<file path="config.mk">
export PLATFORM = sky130hd
export DESIGN_NAME = id_ex_ctrl_pipe_flat
export DESIGN_NICKNAME = d
export VERILOG_FILES = /design/src/rtl/id_ex_ctrl_pipe_pkg.sv /design/src/rtl/id_ex_ctrl_pipe_if.sv /design/src/rtl/id_ex_ctrl_pipe_decode.sv /design/src/rtl/id_ex_ctrl_pipe.sv /design/src/flat_wrapper.sv
export SDC_FILE = /design/constraint.sdc
export NUM_CORES = 1
export LEC_CHECK = 0
export CORE_AREA = 2 2 65 67
export CTS_CLUSTER_DIAMETER = 80
export DETAILED_ROUTE_END_ITERATION = 6
export DIE_AREA = 0 0 67 69
export PLACE_DENSITY = 0.81
export RECOVER_POWER = 100
export SLEW_MARGIN = 15
export SYNTH_ARGS = -nofsm -noshare
export SYNTH_HDL_FRONTEND = slang
export SYNTH_SLANG_ARGS = --single-unit
</file>
<file path="constraint.sdc">
create_clock -name clk -period 3.9 [get_ports clk]
set_clock_uncertainty 0.2 [all_clocks]
set_input_delay 0.585 -clock clk [delete_from_list [all_inputs] [get_ports clk]]
set_output_delay 0.585 -clock clk [all_outputs]
set_load 0.05 [all_outputs]
</file>
<file path="src/rtl/id_ex_ctrl_pipe_pkg.sv">
// Shared opcode encodings and control-bundle bit positions for the ID/EX control pipeline.
package cpu_ctrl_pkg;

    localparam int CTRL_W = 12;

    // Control bundle bit indices, MSB first: {halt,RegDst,ALUSrc,MemRead,MemWrite,MemtoReg,
    // RegWrite,Lower,Higher,BEn,Br,PCS}
    localparam int CTRL_HALT     = 11;
    localparam int CTRL_REGDST   = 10;
    localparam int CTRL_ALUSRC   = 9;
    localparam int CTRL_MEMREAD  = 8;
    localparam int CTRL_MEMWRITE = 7;
    localparam int CTRL_MEMTOREG = 6;
    localparam int CTRL_REGWRITE = 5;
    localparam int CTRL_LOWER    = 4;
    localparam int CTRL_HIGHER   = 3;
    localparam int CTRL_BEN      = 2;
    localparam int CTRL_BR       = 1;
    localparam int CTRL_PCS      = 0;

    localparam logic [3:0] OP_ADD  = 4'b0000;
    localparam logic [3:0] OP_SUB  = 4'b0001;
    localparam logic [3:0] OP_NAND = 4'b0010;
    localparam logic [3:0] OP_XOR  = 4'b0011;
    localparam logic [3:0] OP_SLL  = 4'b0100;
    localparam logic [3:0] OP_SRA  = 4'b0101;
    localparam logic [3:0] OP_ROR  = 4'b0110;
    localparam logic [3:0] OP_PADD = 4'b0111;
    localparam logic [3:0] OP_LW   = 4'b1000;
    localparam logic [3:0] OP_SW   = 4'b1001;
    localparam logic [3:0] OP_LLB  = 4'b1010;
    localparam logic [3:0] OP_LHB  = 4'b1011;
    localparam logic [3:0] OP_B    = 4'b1100;
    localparam logic [3:0] OP_BR   = 4'b1101;
    localparam logic [3:0] OP_PCS  = 4'b1110;
    localparam logic [3:0] OP_HLT  = 4'b1111;

endpackage

</file>
<file path="src/rtl/id_ex_ctrl_pipe_if.sv">
// ID-side request and EX-side control bundle of the ID/EX boundary.
// Handshake: id_valid qualifies id_instr; the producer must hold id_instr steady
// on any cycle where id_stall=1. ex_hold freezes the ID/EX register unconditionally.
interface id_ex_ctrl_pipe_if
    import cpu_ctrl_pkg::*;
#(
    parameter int INSTR_W = 16,
    parameter int RADDR_W = 4,
    parameter int CNT_W   = 16
) ();
    logic [INSTR_W-1:0] id_instr;
    logic               id_valid;
    logic               ex_flush;
    logic               ex_hold;
    logic               id_stall;
    logic               ex_valid;
    logic [CTRL_W-1:0]  ex_ctrl;
    logic [RADDR_W-1:0] ex_rd;
    logic [RADDR_W-1:0] ex_rs;
    logic [RADDR_W-1:0] ex_rt;
    logic               halted;
    logic [CNT_W-1:0]   bubble_cnt;

    modport master (
        output id_instr, id_valid, ex_flush, ex_hold,
        input  id_stall, ex_valid, ex_ctrl, ex_rd, ex_rs, ex_rt, halted, bubble_cnt
    );

    modport slave (
        input  id_instr, id_valid, ex_flush, ex_hold,
        output id_stall, ex_valid, ex_ctrl, ex_rd, ex_rs, ex_rt, halted, bubble_cnt
    );
endinterface

</file>
<file path="src/rtl/id_ex_ctrl_pipe_decode.sv">
// Combinational opcode decoder: control bundle plus which register fields the instruction reads.
module cpu_ctrl_decode
    import cpu_ctrl_pkg::*;
(
    input  logic [3:0]        opc,
    output logic [CTRL_W-1:0] ctrl,
    output logic              uses_rs,
    output logic              uses_rt,
    output logic              uses_rd
);

    // Truth-table decode; an unknown opcode matches no item and falls to the all-zero default.
    always_comb begin
        ctrl    = '0;
        uses_rs = 1'b0;
        uses_rt = 1'b0;
        uses_rd = 1'b0;
        case (opc)
            OP_ADD, OP_SUB, OP_NAND, OP_XOR, OP_PADD: begin
                ctrl[CTRL_REGDST]   = 1'b1;
                ctrl[CTRL_REGWRITE] = 1'b1;
                uses_rs = 1'b1;
                uses_rt = 1'b1;
            end
            OP_SLL, OP_SRA, OP_ROR: begin
                ctrl[CTRL_REGDST]   = 1'b1;
                ctrl[CTRL_ALUSRC]   = 1'b1;
                ctrl[CTRL_REGWRITE] = 1'b1;
                uses_rs = 1'b1;
            end
            OP_LW: begin
                ctrl[CTRL_ALUSRC]   = 1'b1;
                ctrl[CTRL_MEMREAD]  = 1'b1;
                ctrl[CTRL_MEMTOREG] = 1'b1;
                ctrl[CTRL_REGWRITE] = 1'b1;
                uses_rs = 1'b1;
            end
            OP_SW: begin
                ctrl[CTRL_ALUSRC]   = 1'b1;
                ctrl[CTRL_MEMWRITE] = 1'b1;
                uses_rs = 1'b1;
                uses_rd = 1'b1;
            end
            OP_LLB, OP_LHB: begin
                ctrl[CTRL_REGDST]   = 1'b1;
                ctrl[CTRL_ALUSRC]   = 1'b1;
                ctrl[CTRL_REGWRITE] = 1'b1;
                ctrl[CTRL_LOWER]    = (opc == OP_LLB);
                ctrl[CTRL_HIGHER]   = (opc == OP_LHB);
                uses_rd = 1'b1;
            end
            OP_B: begin
                ctrl[CTRL_BEN] = 1'b1;
            end
            OP_BR: begin
                ctrl[CTRL_BEN] = 1'b1;
                ctrl[CTRL_BR]  = 1'b1;
                uses_rs = 1'b1;
            end
            OP_PCS: begin
                ctrl[CTRL_REGWRITE] = 1'b1;
                ctrl[CTRL_PCS]      = 1'b1;
            end
            OP_HLT: begin
                ctrl[CTRL_HALT] = 1'b1;
            end
            default: begin
                ctrl = '0;
            end
        endcase
    end

endmodule

</file>
<file path="src/rtl/id_ex_ctrl_pipe.sv">
// ID/EX control register with load-use interlock, branch flush, sticky halt and bubble counter.
module id_ex_ctrl_pipe
    import cpu_ctrl_pkg::*;
#(
    parameter int INSTR_W = 16,
    parameter int RADDR_W = 4,
    parameter bit R0_ZERO = 1'b1,
    parameter int CNT_W   = 16
) (
    input  logic              clk,
    input  logic              rst,
    id_ex_ctrl_pipe_if.slave  bus
);

    logic [3:0]         opc;
    logic [RADDR_W-1:0] f_rd, f_rs, f_rt;
    logic [CTRL_W-1:0]  dec_ctrl;
    logic               uses_rs, uses_rt, uses_rd;
    logic               id_ok, load_use, src_match, make_bubble;

    assign opc  = bus.id_instr[INSTR_W-1 -: 4];
    assign f_rd = bus.id_instr[8 +: RADDR_W];
    assign f_rs = bus.id_instr[4 +: RADDR_W];
    assign f_rt = bus.id_instr[0 +: RADDR_W];

    cpu_ctrl_decode u_decode (
        .opc     (opc),
        .ctrl    (dec_ctrl),
        .uses_rs (uses_rs),
        .uses_rt (uses_rt),
        .uses_rd (uses_rd)
    );

    // Hazard detect: a load in EX whose destination is read by the ID instruction.
    always_comb begin
        src_match = (uses_rs && (f_rs == bus.ex_rd)) ||
                    (uses_rt && (f_rt == bus.ex_rd)) ||
                    (uses_rd && (f_rd == bus.ex_rd));
        load_use  = bus.ex_valid && bus.ex_ctrl[CTRL_MEMREAD] && src_match &&
                    !(R0_ZERO && (bus.ex_rd == '0));
        id_ok     = bus.id_valid && !bus.halted;
        // Flush squashes the stalled instruction anyway, so no need to hold IF/ID for it.
        bus.id_stall = bus.ex_hold || (load_use && id_ok && !bus.ex_flush);
        make_bubble  = bus.ex_flush || load_use || !id_ok;
    end

    // ID/EX register: hold > bubble > load decoded instruction.
    always_ff @(posedge clk) begin
        if (rst) begin
            bus.ex_valid <= 1'b0;
            bus.ex_ctrl  <= '0;
            bus.ex_rd    <= '0;
            bus.ex_rs    <= '0;
            bus.ex_rt    <= '0;
        end else if (!bus.ex_hold) begin
            if (make_bubble) begin
                bus.ex_valid <= 1'b0;
                bus.ex_ctrl  <= '0;
                bus.ex_rd    <= '0;
                bus.ex_rs    <= '0;
                bus.ex_rt    <= '0;
            end else begin
                bus.ex_valid <= 1'b1;
                bus.ex_ctrl  <= dec_ctrl;
                bus.ex_rd    <= f_rd;
                bus.ex_rs    <= f_rs;
                bus.ex_rt    <= f_rt;
            end
        end
    end

    // Sticky halt: set when a valid HLT actually enters EX, cleared only by reset.
    always_ff @(posedge clk) begin
        if (rst) begin
            bus.halted <= 1'b0;
        end else if (!bus.ex_hold && !make_bubble && dec_ctrl[CTRL_HALT]) begin
            bus.halted <= 1'b1;
        end
    end

    // Saturating count of hazard bubbles (flush or load-use), frozen while held.
    always_ff @(posedge clk) begin
        if (rst) begin
            bus.bubble_cnt <= '0;
        end else if (!bus.ex_hold && (bus.ex_flush || load_use) &&
                     (bus.bubble_cnt != {CNT_W{1'b1}})) begin
            bus.bubble_cnt <= bus.bubble_cnt + CNT_W'(1);
        end
    end

endmodule

</file>
<file path="src/flat_wrapper.sv">
// flat-port wrapper written by rule: the top's interface ports become plain ports
module id_ex_ctrl_pipe_flat import cpu_ctrl_pkg::*;
#(
    parameter int INSTR_W = 16,
    parameter int RADDR_W = 4,
    parameter bit R0_ZERO = 1'b1,
    parameter int CNT_W   = 16
)
  (clk, rst, bus_id_instr, bus_id_valid, bus_ex_flush, bus_ex_hold, bus_id_stall, bus_ex_valid, bus_ex_ctrl, bus_ex_rd, bus_ex_rs, bus_ex_rt, bus_halted, bus_bubble_cnt);
  id_ex_ctrl_pipe_if #(.INSTR_W(INSTR_W), .RADDR_W(RADDR_W), .CNT_W(CNT_W)) bus_i ();
  input  logic clk;
  input  logic rst;
  input wire logic [$bits(bus_i.id_instr)-1:0] bus_id_instr;
  input wire logic [$bits(bus_i.id_valid)-1:0] bus_id_valid;
  input wire logic [$bits(bus_i.ex_flush)-1:0] bus_ex_flush;
  input wire logic [$bits(bus_i.ex_hold)-1:0] bus_ex_hold;
  output wire logic [$bits(bus_i.id_stall)-1:0] bus_id_stall;
  output wire logic [$bits(bus_i.ex_valid)-1:0] bus_ex_valid;
  output wire logic [$bits(bus_i.ex_ctrl)-1:0] bus_ex_ctrl;
  output wire logic [$bits(bus_i.ex_rd)-1:0] bus_ex_rd;
  output wire logic [$bits(bus_i.ex_rs)-1:0] bus_ex_rs;
  output wire logic [$bits(bus_i.ex_rt)-1:0] bus_ex_rt;
  output wire logic [$bits(bus_i.halted)-1:0] bus_halted;
  output wire logic [$bits(bus_i.bubble_cnt)-1:0] bus_bubble_cnt;
  assign bus_i.id_instr = bus_id_instr;
  assign bus_i.id_valid = bus_id_valid;
  assign bus_i.ex_flush = bus_ex_flush;
  assign bus_i.ex_hold = bus_ex_hold;
  assign bus_id_stall = bus_i.id_stall;
  assign bus_ex_valid = bus_i.ex_valid;
  assign bus_ex_ctrl = bus_i.ex_ctrl;
  assign bus_ex_rd = bus_i.ex_rd;
  assign bus_ex_rs = bus_i.ex_rs;
  assign bus_ex_rt = bus_i.ex_rt;
  assign bus_halted = bus_i.halted;
  assign bus_bubble_cnt = bus_i.bubble_cnt;
  id_ex_ctrl_pipe #(.INSTR_W(INSTR_W), .RADDR_W(RADDR_W), .R0_ZERO(R0_ZERO), .CNT_W(CNT_W)) u_core (.clk(clk), .rst(rst), .bus(bus_i));
endmodule
</file>
==> summary.md <==
| Metric | Value |
|---|---|
| Ys Warns | `0` |
| PwrDens | `roughly 320 nW/um^2` |
| Top post-synthesis cells by area | `dfxtp_1, a22o_1, xor2_1` |
| Setup Crit Path Kind | `in2out` |
| Cell count after synthesis | `194` |
| Max-capacitance violation count | `0` |
| Pre-antenna DRT Iters | `4` |
| Placeable Area | `3910 um^2` |
| Area of the die | `4620 um^2` |
| Number of hold buffers added after cts | `0` |
| Die X-Extent | `67 um` |
| Routability cong. | `around 0.8` |
| Max-slew headroom | `26.2%` |
| Switching Share | `between 20% and 30%` |
| 1st-iter DRT viols | `78` |
| Starting Density | `47.1%` |
| Buffers on Ports | `63` |
| CTS buffer count | `5` |
| Overflow left after global routing | `0` |
| Hold crit path type | `reg2reg` |
| Post-CTS setup repair buffer count | `0` |
| Inst Count DP | `301` |
| Root Buffer | `clkbuf_8` |
| Min Tclk post-route | `roughly 3300 ps` |
| Worst setup EP type | `primary output` |
| RSZ-0062 raised after global routing | `false` |
| Post-Syn Area | `1840 um^2` |
| CP max FO | `7` |
| Number of synthesized flops with an enable pin | `0` |
| Crit share post-route | `about 86%` |
| Seq pwr share | `between 50% and 60%` |
| Total power | `roughly 0.84 mW` |
| Post-synthesis sequential area ratio | `44.6%` |
| Nets | `280` |
| Wire per inst | `14.8 um` |
| CP required | `around 3100 ps` |
| Clk buf depth | `2` |
| First-pass GRT wire length | `around 7600 um` |
| H-tree depth | `2` |
| Die Ht | `69 um` |
| Startpoint Class | `primary input` |
| Internal power | `0.627 mW` |
| #FFs+latches synth | `41` |
| Leak pwr | `1.08 nW` |
| Diodes inserted | `0` |
| Post-CTS sizing | `0` |
| Maximum vdd drop | `0.224 mV` |
| Peak Freq | `300 MHz` |
| Synth Area per Inst | `9.49 um^2` |
| Vias in the first global route | `around 1600` |
| Post-route DRC violation count | `0` |
| I/O pins | `between 60 and 70` |
| Fill cell count | `344` |
| Most common cell in the netlist | `dfxtp_1` |
| Final core occ | `around two thirds` |
| Fraction of power consumed by the clock network | `roughly 36%` |
| Sink Count | `41` |
| Top FF cell, synth | `dfxtp_1` |
| Final setup vio count | `0` |
| Status | `complete, no violations` |
| Final hold vios | `0` |
| Switch Pwr | `0.212 mW` |
| Share of the synthesized area in the top cell type | `between 40% and 50%` |
| Synthesis-to-layout area growth | `41.4%` |
| WP data arrival | `2550 ps` |
| Async set-reset flop share out of synthesis | `0%` |
| Via count | `1746` |
| Most instantiated cells after synthesis | `dfxtp_1, a22o_1, nor2_1, xor2_1, a21oi_1` |
| Tot GR Track Use | `21.1%` |
| Post-synth net total | `between 200 and 250` |
| Routed Antenna Nets | `0` |
| Largest net degree at the start of global routing | `25` |
| Worst-Skew Late Latency | `290 ps` |
| Measured slew at the worst slew-check pin | `1100 ps` |
| Post-Layout Cell Count | `around 300` |
| CTS tree | `done` |
| Num rows | `23` |
| CTS clock-pin slew for the worst setup and hold paths | `80 ps` |
| Post-DP HPWL | `3220 um` |
| Layout cells sized above 1 | `6.18%` |
| Logic pwr share | `about 13%` |
| Cell accounting for the most synthesized area | `dfxtp_1` |
| Initial antenna violation count | `0` |
| Distinct cell type count after synthesis | `39` |
| Fin. max-slew vios | `0` |
| Setup tns final | `0 ps` |
| Routed vias/inst | `5.65` |
| Routed WL | `4560 um` |
## per-layer routing
layer	vias up	share of wire, %	GRT usage, %
met2	42	49	31.8
met3	8	5.0	6.69
met1	845	44	27.9
li1	851	-	-
met4	0	1.9	7.94
met5	-	0	0
## sequential cells by signal (all words and copies together) (netlist names)
name and flops:
u_core.bus.bubble_cnt 16, u_core.bus.ex_rs 4, u_core.bus.halted 1, u_core.bus.ex_rt 4, u_core.bus.ex_ctrl 11, u_core.bus.ex_valid 1, u_core.bus.ex_rd 4
## worst paths after layout
check | slack, ps | from | cells after the start | end
worst max-delay path | 560 | bus_id_instr[3] | 7 | bus_id_stall
worst min register to register | 250 | u_core.bus.ex_ctrl[3] | 2 | u_core.bus.ex_ctrl[3]
worst max register to register | 1080 | u_core.bus.ex_rd[3] | 7 | u_core.bus.bubble_cnt[15]
worst min-delay path | 250 | u_core.bus.ex_ctrl[3] | 2 | u_core.bus.ex_ctrl[3]
## cell type report
class	count	area (um^2)	share of cell area [%]
clock buffers	7	96.3	3.70
well taps	50	62.6	2.40
clock inverters	1	5.00	0.192
repair buffers	65	656	25.2
multi-input cells	136	931	35.7
inverters	9	33.8	1.30
flip-flops and latches	41	821	31.5
## cell usage in the layout, fill, tap and decap left out, types with 2 or more instances in the layout
cell             instances
dlygate4sd3_1           45
a22oi_1                  2
a32o_1                   5
nor2b_1                  3
nor2_1                  14
nor4_1                   3
xor2_1                  14
buf_4                    2
or4_1                    9
a22o_1                  14
o31ai_1                  7
clkbuf_8                 7
nand4_1                  2
o21ai_0                  7
o2111ai_1                3
dfxtp_1                 41
nand2_1                 12
nand3_1                  7
or3_1                    3
a21oi_1                 13
inv_1                    9
clkdlybuf4s50_1         17
and3_1                   2
## worst max-delay path, cell delays in order
cell and delay [ps]:
dlygate4sd3_1 580, xor2_1 160, nor4_1 380, a22oi_1 190, a21oi_4 270, a31o_2 240, buf_12 140
## cell families (layout without fill, tap and decap cells)
family          Yosys count  count (layout)  synth area share [%]
simple gates             60              60                  17.2
compound gates           57              57                  24.7
flops                    41              41                  44.6
buf+inv                  17              82                  4.01
xor+xnor                 15              15                  7.13
fa+ha+maj                 2               2                  1.22
mux                       2               2                  1.15
## power groups by stage
stage / Combinational, mW / Sequential, mW / Clock, mW
2_1_floorplan: 0.0366 / 0.461 / 0
3_3_place_gp: 0.107 / 0.440 / 0
3_5_place_dp: 0.108 / 0.440 / 0
4_1_cts: 0.109 / 0.430 / 0.309
5_1_grt: 0.112 / 0.431 / 0.329
6_report: 0.105 / 0.430 / 0.305
## stage by stage
stage	area, um^2	setup slack, ps	hold slack, ps
2_1_floorplan	1840	1210	457
3_3_place_gp	2520	666	241
3_5_place_dp	2520	621	246
4_1_cts	2620	598	260
5_1_grt	2610	391	292
6_report	2610	564	249
Note: power is estimated with default switching activity, not from simulation.
